<file path="src/rtl/cpu_clock_controller.sv">
// cpu_clock_controller: RUN/STEP/HALT clock-enable generator for the core; optional breakpoint via CPU_CLOCK_CONTROLLER_BREAKPOINT_EN
module cpu_clock_controller #(
  parameter int DIV_WIDTH       = 26,
  parameter int DEBOUNCE_CYCLES = 500000,
  parameter int CNT_WIDTH       = 16
) (
  input  logic                 CLOCK_50,
  input  logic                 reset,
  input  logic [1:0]           mode_sel,
  input  logic [DIV_WIDTH-1:0] div_value,
  input  logic                 step_key,
  output logic                 cpu_en,
  output logic [CNT_WIDTH-1:0] tick_count,
  output logic [1:0]           state
`ifdef CPU_CLOCK_CONTROLLER_BREAKPOINT_EN
  ,
  input  logic [31:0]          pc_in,
  input  logic [31:0]          bp_addr,
  input  logic                 bp_valid
`endif
);
  localparam logic [1:0] HALT = 2'b00, RUN = 2'b01, STEP = 2'b10, BRK = 2'b11;
  localparam int DW = $clog2(DEBOUNCE_CYCLES + 1);
  logic [1:0] state_q, state_d, mode_state;
  logic [DIV_WIDTH-1:0] cnt_q, cnt_d, per_q, per_d;
  logic [CNT_WIDTH-1:0] tick_q, tick_d;
  logic [DW-1:0] dcnt_q, dcnt_d;
  logic cpu_en_q, cpu_en_d, s1_q, s1_d, s2_q, s2_d, deb_q, deb_d, step_req_q, step_req_d;
  logic tc;
  assign mode_state = mode_sel == 2'b10 ? STEP : mode_sel == 2'b00 ? HALT : RUN;
  assign tc = cnt_q == ((per_q > DIV_WIDTH'(1)) ? per_q - DIV_WIDTH'(1) : '0);
  assign cpu_en = cpu_en_q;
  assign tick_count = tick_q;
  assign state = state_q;
  // all registers, synchronous reset
  always_ff @(posedge CLOCK_50) begin
    if (reset) begin
      state_q    <= HALT;
      cnt_q      <= '0;
      per_q      <= '0;
      tick_q     <= '0;
      dcnt_q     <= '0;
      cpu_en_q   <= 1'b0;
      s1_q       <= 1'b1;
      s2_q       <= 1'b1;
      deb_q      <= 1'b1;
      step_req_q <= 1'b0;
    end else begin
      state_q    <= state_d;
      cnt_q      <= cnt_d;
      per_q      <= per_d;
      tick_q     <= tick_d;
      dcnt_q     <= dcnt_d;
      cpu_en_q   <= cpu_en_d;
      s1_q       <= s1_d;
      s2_q       <= s2_d;
      deb_q      <= deb_d;
      step_req_q <= step_req_d;
    end
  end
  // next state: follow mode_sel, except BREAK holds while RUN stays selected
  always_comb begin
    state_d = mode_state;
`ifdef CPU_CLOCK_CONTROLLER_BREAKPOINT_EN
    if (state_q == BRK && mode_state == RUN) state_d = BRK;
    if (state_q == RUN && mode_state == RUN && tc && bp_valid && pc_in == bp_addr) state_d = BRK;
`endif
  end
  // key debounce, period counter and enable pulse generation
  always_comb begin
    s1_d   = step_key;
    s2_d   = s1_q;
    deb_d  = deb_q;
    dcnt_d = '0;
    if (s2_q != deb_q) begin
      if (dcnt_q + DW'(1) == DW'(DEBOUNCE_CYCLES)) deb_d = s2_q;
      else dcnt_d = dcnt_q + DW'(1);
    end
    step_req_d = deb_q & ~deb_d;
    cnt_d    = '0;
    per_d    = per_q;
    cpu_en_d = 1'b0;
    if (state_q == RUN && state_d == RUN) begin
      if (tc) begin
        per_d    = div_value;
        cpu_en_d = 1'b1;
      end else cnt_d = cnt_q + DIV_WIDTH'(1);
    end else if (state_d == RUN) per_d = div_value;
    if (state_q == STEP && state_d == STEP && step_req_q) cpu_en_d = 1'b1;
    tick_d = tick_q + CNT_WIDTH'(cpu_en_d);
  end
endmodule
</file>
<file path="config.mk">
export PLATFORM = sky130hd
export DESIGN_NAME = cpu_clock_controller
export DESIGN_NICKNAME = d
export VERILOG_FILES = /design/src/rtl/cpu_clock_controller.sv
export SDC_FILE = /design/constraint.sdc
export NUM_CORES = 1
export LEC_CHECK = 0
export CAP_MARGIN = 5
export CORE_AREA = 4 4 108 110
export CTS_CLUSTER_SIZE = 20
export DETAILED_ROUTE_END_ITERATION = 12
export DIE_AREA = 0 0 112 114
export GPL_TIMING_DRIVEN = 0
export HOLD_SLACK_MARGIN = 0.12
export PLACE_DENSITY_LB_ADDON = 0.1
export REMOVE_ABC_BUFFERS = 1
export SYNTH_ARGS = -nofsm -noshare
export SYNTH_HDL_FRONTEND = slang
export SYNTH_SLANG_ARGS = --single-unit
</file>
<file path="constraint.sdc">
create_clock -name CLOCK_50 -period 10.26 [get_ports CLOCK_50]
set_input_delay 2.052 -clock CLOCK_50 [delete_from_list [all_inputs] [get_ports CLOCK_50]]
set_output_delay 2.052 -clock CLOCK_50 [all_outputs]
set_load 0.01 [all_outputs]
</file>
==> results of run 1 <==
-- path summary, 6_finish.rpt --
kind         cells past startpoint     start       endpoint
max                             13  per_q[2]  tick_count[6]
min reg2reg                      1      s1_q           s2_q
min                              1      s1_q           s2_q
max reg2reg                     13  per_q[2]  tick_count[6]
-- layout make-up --
class / count / area [um2]
Clock buffer: 9 / 123.9
Clock inverter: 7 / 105.1
Fill cell: 993 / 4362
Timing Repair Buffer: 51 / 533.0
Tap cell: 140 / 175.2
Sequential cell: 94 / 1882
Multi-Input combinational cell: 522 / 3453
Inverter: 17 / 63.81
-- power by group through the flow --
| stage | registers (mW) | clock network, mW | logic, mW |
|---|---|---|---|
| after floorplan | 0.392 | 0 | 0.0898 |
| after detailed placement | 0.396 | 0 | 0.130 |
| after global routing | 0.390 | 0.307 | 0.144 |
| after global placement | 0.396 | 0 | 0.127 |
| after CTS | 0.388 | 0.291 | 0.131 |
| final | 0.388 | 0.284 | 0.131 |
-- stage by stage --
step / power [mW] / utilization
after floorplan: 0.4816 / -
final: 0.8031 / 0.5923
after detailed placement: 0.5268 / 0.5709
after global placement: 0.5227 / 0.5658
after global routing: 0.8411 / 0.5923
after CTS: 0.8094 / 0.5923
-- registers in the layout, indices dropped and copies added (netlist names), 2 cells and up --
register / flops
cnt_q: 26
per_q: 26
tick_count: 16
dcnt_q: 19
state: 2
-- cells by family after synthesis --
| logic type | after synthesis | synth area share |
|---|---|---|
| adders and majority gates | 6 | 0.01340 |
| and+or+nand+nor | 339 | 0.3383 |
| AOI/OAI and AO/OA | 75 | 0.09625 |
| DFF | 94 | 0.3359 |
| muxes | 30 | 0.05382 |
| xor gates and xnor gates | 72 | 0.1126 |
| buffers and inverters | 59 | 0.04980 |
-- synthesized netlist by cell type (2+ instances only) --
cell	instances
o21ai_1	2
and3_1	16
a22oi_1	2
or3_1	10
nand2b_1	58
dfxtp_1	94
nand3b_1	3
buf_8	2
nor3_1	13
nor3b_1	3
nand2_1	35
and3b_1	2
o31ai_1	7
nand4_1	22
ha_1	6
o22ai_1	3
o31a_1	3
a211oi_1	2
nor4b_1	2
xor2_1	39
nor4_4	3
or2_2	7
or4_1	9
o211ai_1	4
buf_2	4
and4_1	4
xnor2_1	33
o221ai_1	3
inv_1	17
o41ai_1	2
mux2i_1	29
nand3_1	29
clkbuf_1	31
nor2b_1	11
o2111ai_1	3
o21ai_0	13
and4b_1	2
nor4_1	15
nor2_1	86
a2111oi_0	3
buf_6	4
a21oi_1	13
or4_4	4
-- routing by layer --
| layer | routed length [um] | GRT usage | up-vias |
|---|---|---|---|
| met5 | 0 | 0 | - |
| met4 | 253 | 0.08574 | 0 |
| met3 | 643 | 0.04191 | 18 |
| met2 | 6098 | 0.3417 | 109 |
| met1 | 6233 | 0.2929 | 2258 |
| li1 | - | - | 2424 |
-- worst reg2reg max path, cell delays in order (launching register included) --
cell       delay, ns
dfxtp_1         0.44
nor4_4          0.83
nand4_2         0.40
or4_1           0.63
a2111oi_0       0.50
nor4_1          0.12
a22oi_1         0.19
nand4_1         0.30
o21ai_1         0.30
ha_1            0.22
ha_1            0.29
nand2_1         0.14
or3_1           0.37
a21oi_1         0.14
==> impl_results.md, run 1 <==
* Status: finished clean
* Global Route Usage Sum at 0.2162
* Total count of hold-check failures in the final report at 0
* First-pass GRT wire length at 22720 um
* Final period utilization at 0.4791
* Relative slew slack at 0.3397
* Leading cell type in the layout, fill and taps excluded: dfxtp_1
* Max incr delay on CP at 0.83 ns
* Largest net degree at the start of global routing at 76
* Post-DP HPWL at 9759 um
* Remaining DRCs at 0
* Post-synth ARST share at 0
* Sw Share at 0.2856
* Crit path DAT at 5.24 ns
* Final setup margin at 5.345 ns
* TritonRoute pass-1 iters at 5
* Finish-stage setup viols at 0
* ANT cells at 0
* Syn Inst Count at 675
* Root buf cell: clkbuf_8
* Clk Latency, worst-skew pair at 0.38 ns
* Clk pwr share at 0.354
* Synth area leaders: dfxtp_1 (34%), nand2b_1 (6.5%), xor2_1 (6.1%), nor2_1 (5.8%), mux2i_1 (5.2%)
* PortBufs at 49
* Design area at 6336 um2
* Cts repair resizes at 0
* Least-Margin Pin Slew at 0.9881 ns
* P per Cell Area at 126.8 nW/um2
* Post-DP Area at 6107 um2
* Psw at 229.3 uW
* CP startpoint kind: register
* Fmax at between 200 and 250 MHz
* Worst VDD drop at 0.1104 mV
* RSZ-0062 raised after global routing: no
* Worst path slowest cell: nor4_4
* Hold WS at 0.4231 ns
* Critical path cell sequence: nor4_4 > nand4_2 > or4_1 > a2111oi_0 > nor4_1 > a22oi_1 > nand4_1 > o21ai_1 > ha_1 > ha_1 > nand2_1 > or3_1 > a21oi_1
* Layout Nets at 732
* Critical Path RT at 10.58 ns
* Max Root-Sink Buffers at 2
* Proportion of layout cells with a drive suffix above 1 at 0.05714
* Hold Path Class: reg2reg
* Syn_area_per_cell at 8.301 um2
* Via count at around 4800
* Placed cells at approximately 820
* Setup TNS at 0 ns
* Synth area leader: dfxtp_1
* Core area at 10700 um2
* Combinational power share at 0.163
* Drt wl/cell at between 15 and 20 um
* Unique masters post-synth at 65
* Detailed Route Iter0 Violations at 310
* Final ANT Viol Nets at 0
* Vias in the first global route at 4741
* Row count at 38
* CTS buffer count at 9
* Area growth syn-to-layout at 13.09%
* Die Span Y at 114 um
* Vias per inst at 5.725
* Post-synth EDFFs at 0
* Mapped Area at 5603 um2
* # Post-CTS Setup Buffers at 0
* Placer Congestion at 0.8811
* Sequential share of power at 0.483
* Critical setup path kind: reg2reg
* CTS Sinks at 94
* GRT overflow at 0
* Die ar. at 12770 um2
* Most frequent cells in the layout: dfxtp_1 (94), nor2_1 (86), nand2b_1 (58)
* Initial antenna violation count at 0
* Critical Path Sink Type: register
* Reg2reg setup slack at between 5 and 6 ns
* Synthesized flop and latch total at 94
* Fin. max-slew vios at 0
* Chip Width at 112 um
* Max-cap violations at 0
* DP Worst Slack at 5.440 ns
* Initial Utilization at 0.5237
* Warnings, synthesis at 0
* CTS clk-pin slew, worst paths at 0.10 ns
* Most common flop cell mapped by yosys: dfxtp_1
* LEAKAGE at 2.191 nW
* CTS tree: done
* Crit-path leading delay family: simple AND/OR/NAND/NOR gates
* Post-synth top area share at 0.3359
* Io pins at 50
* H-tree depth at 3
* Layout Skew at 0.01164 ns
* Hold-fix buffers, CTS at 0
* Fin crit period at 4.915 ns
* CP bufs+invs at 0
* Post-Route WL at between 10000 and 15000 um
* Most used cell along the critical path: ha_1
* Worst Path Max Fanout at 15
* Internal at around 570 uW
* Post-synthesis sequential area ratio at 0.3359
* Layout Cells excl Fill at 840
Power figures use the tool's default switching activity.
==> run 2, diff against run 1 <==
- clock period: 10.26 -> 4.7 ns (I/O delays scaled with it)
==> impl_results.md, run 2 (synthesized netlist as in run 1, its figures left out) <==
* Worst path slowest cell: or4_4
* CTS tree: done
* Crit path DAT at 4.75 ns
* Total count of hold-check failures in the final report at 0
* Critical path cell sequence: or4_4 > or4_4 > o31ai_1 > o211ai_1 > or4b_1 > a22oi_1 > nand4_1 > buf_4 > o21ai_1 > ha_1 > ha_2 > nand2_1 > or3_1 > a21oi_1
* Status: finished clean
* Biggest regs: cnt_q: 26 flops, per_q: 26 flops, dcnt_q: 19 flops
* Detailed Route Iter0 Violations at 254
* ANT cells at 0
* Critical Path RT at 5.02 ns
* CTS buffer count at 9
* Max Root-Sink Buffers at 2
* Least-Margin Pin Slew at 0.9542 ns
* Worst Path Max Fanout at 13
* Max incr delay on CP at 0.63 ns
* Layout Skew at 0.01157 ns
* Largest net degree at the start of global routing at between 70 and 80
* Final period utilization at 0.9422
* Fin util at 0.5957
* Post-DP HPWL at between 9000 and 10000 um
* Layout Nets at 734
* Fin crit period at 4.428 ns
* Setup TNS at 0 ns
* Design area at 6372 um2
* First-pass GRT wire length at 22790 um
* Critical Path Sink Type: register
* Final ANT Viol Nets at 0
* Max-cap violations at 0
* Fmax at 225.8 MHz
* Design Power at 1.759 mW
* GRT overflow at 0
* Leading cell type in the layout, fill and taps excluded: dfxtp_1
* H-tree depth at 3
* CTS Sinks at 94
* Vias per inst at around 5.7
* Worst VDD drop at between 0.2 and 0.25 mV
* Die ar. at between 10000 and 15000 um2
* CTS clk-pin slew, worst paths at 0.10 ns
* Core area at 10700 um2
* Crit-path leading delay family: simple AND/OR/NAND/NOR gates
* Critical setup path kind: reg2reg
* Row count at 38
* Proportion of layout cells with a drive suffix above 1 at 0.06553
* Die Span Y at about 110 um
* Finish-stage setup viols at 0
* Hold WS at ~0.42 ns
* Most frequent cells in the layout: dfxtp_1 (94), nor2_1 (86), nand2b_1 (58)
* Fin. max-slew vios at 0
* CP startpoint kind: register
* TritonRoute pass-1 iters at 5
* Root buf cell: clkbuf_8
* Global Route Usage Sum at 0.2171
* PortBufs at between 40 and 50
* Initial antenna violation count at 0
* Hold Path Class: reg2reg
* Drt wl/cell at 15.77 um
* Io pins at 50
* Post-DP Area at between 6000 and 7000 um2
* Remaining DRCs at 0
* Clk Latency, worst-skew pair at 0.38 ns
* Relative slew slack at 0.3623
* Via count at 4831
* Chip Width at 112 um
* Initial Utilization at 0.5237
* Vias in the first global route at between 4000 and 5000
* Placer Congestion at slightly below 0.9
* Hold-fix buffers, CTS at 0
* Post-Route WL at around 13000 um
* RSZ-0062 raised after global routing: no
* Area growth syn-to-layout at 13.73%
* Most used cell along the critical path: or4_4
* CP bufs+invs at 1
* P per Cell Area at ~280 nW/um2
* LEAKAGE at 2.199 nW
[run 2: what timing repair did]
| item | 4_1_cts | 5_1_grt |
|---|---|---|
| setup buffers | 1 | 1 |
| gates cloned | 0 | 0 |
| endpoints found under the setup margin | 4 | 13 |
| pin swaps | 1 | 1 |
| gates resized for setup | 1 | 4 |
[run 2: layout make-up]
class,count,area (um2)
multi-input cells,522,3475
well taps,140,175.2
fillers,985,4325
clock buffers,9,123.9
clock inverters,7,105.1
flip-flops and latches,94,1882
inverters,17,63.81
repair buffers,53,548.0
[run 2: per-stage QoR]
stage	instances	setup WS, ns
2_1_floorplan	633	-0.1903
3_3_place_gp	822	-1.360
3_5_place_dp	824	-0.1205
4_1_cts	841	0.03296
5_1_grt	842	0.03888
6_report	842	0.2719
[run 2: worst paths after layout]
kind	from	to	slack, ns	depth (start not counted)
min	s1_q	s2_q	0.42	1
max reg2reg	per_q[6]	tick_count[6]	0.27	14
max	per_q[6]	tick_count[6]	0.27	14
min reg2reg	s1_q	s2_q	0.42	1
[run 2: power by group]
part / switching (mW) / leakage (nW) / internal (mW) / total, mW
Clock: 0.311 / 0.118 / 0.309 / 0.620
Combinational: 0.156 / 1.32 / 0.135 / 0.291
Sequential: 0.0359 / 0.763 / 0.812 / 0.848
[run 2: per-layer routing]
layer | part of all wire | wire [um] | vias to the layer above | global-route usage
li1 | - | - | 2428 | -
met5 | 0 | 0 | - | 0
met2 | 0.46 | 6151 | 106 | 0.3461
met1 | 0.47 | 6195 | 2279 | 0.2919
met4 | 0.019 | 252 | 0 | 0.08574
met3 | 0.051 | 679 | 18 | 0.04191
[run 2: worst reg2reg max path, cell delays in order (launching register included)]
cell	delay (ns)
dfxtp_1	0.44
or4_4	0.63
or4_4	0.63
o31ai_1	0.28
o211ai_1	0.11
or4b_1	0.48
a22oi_1	0.23
nand4_1	0.11
buf_4	0.18
o21ai_1	0.20
ha_1	0.21
ha_2	0.25
nand2_1	0.11
or3_1	0.37
a21oi_1	0.14
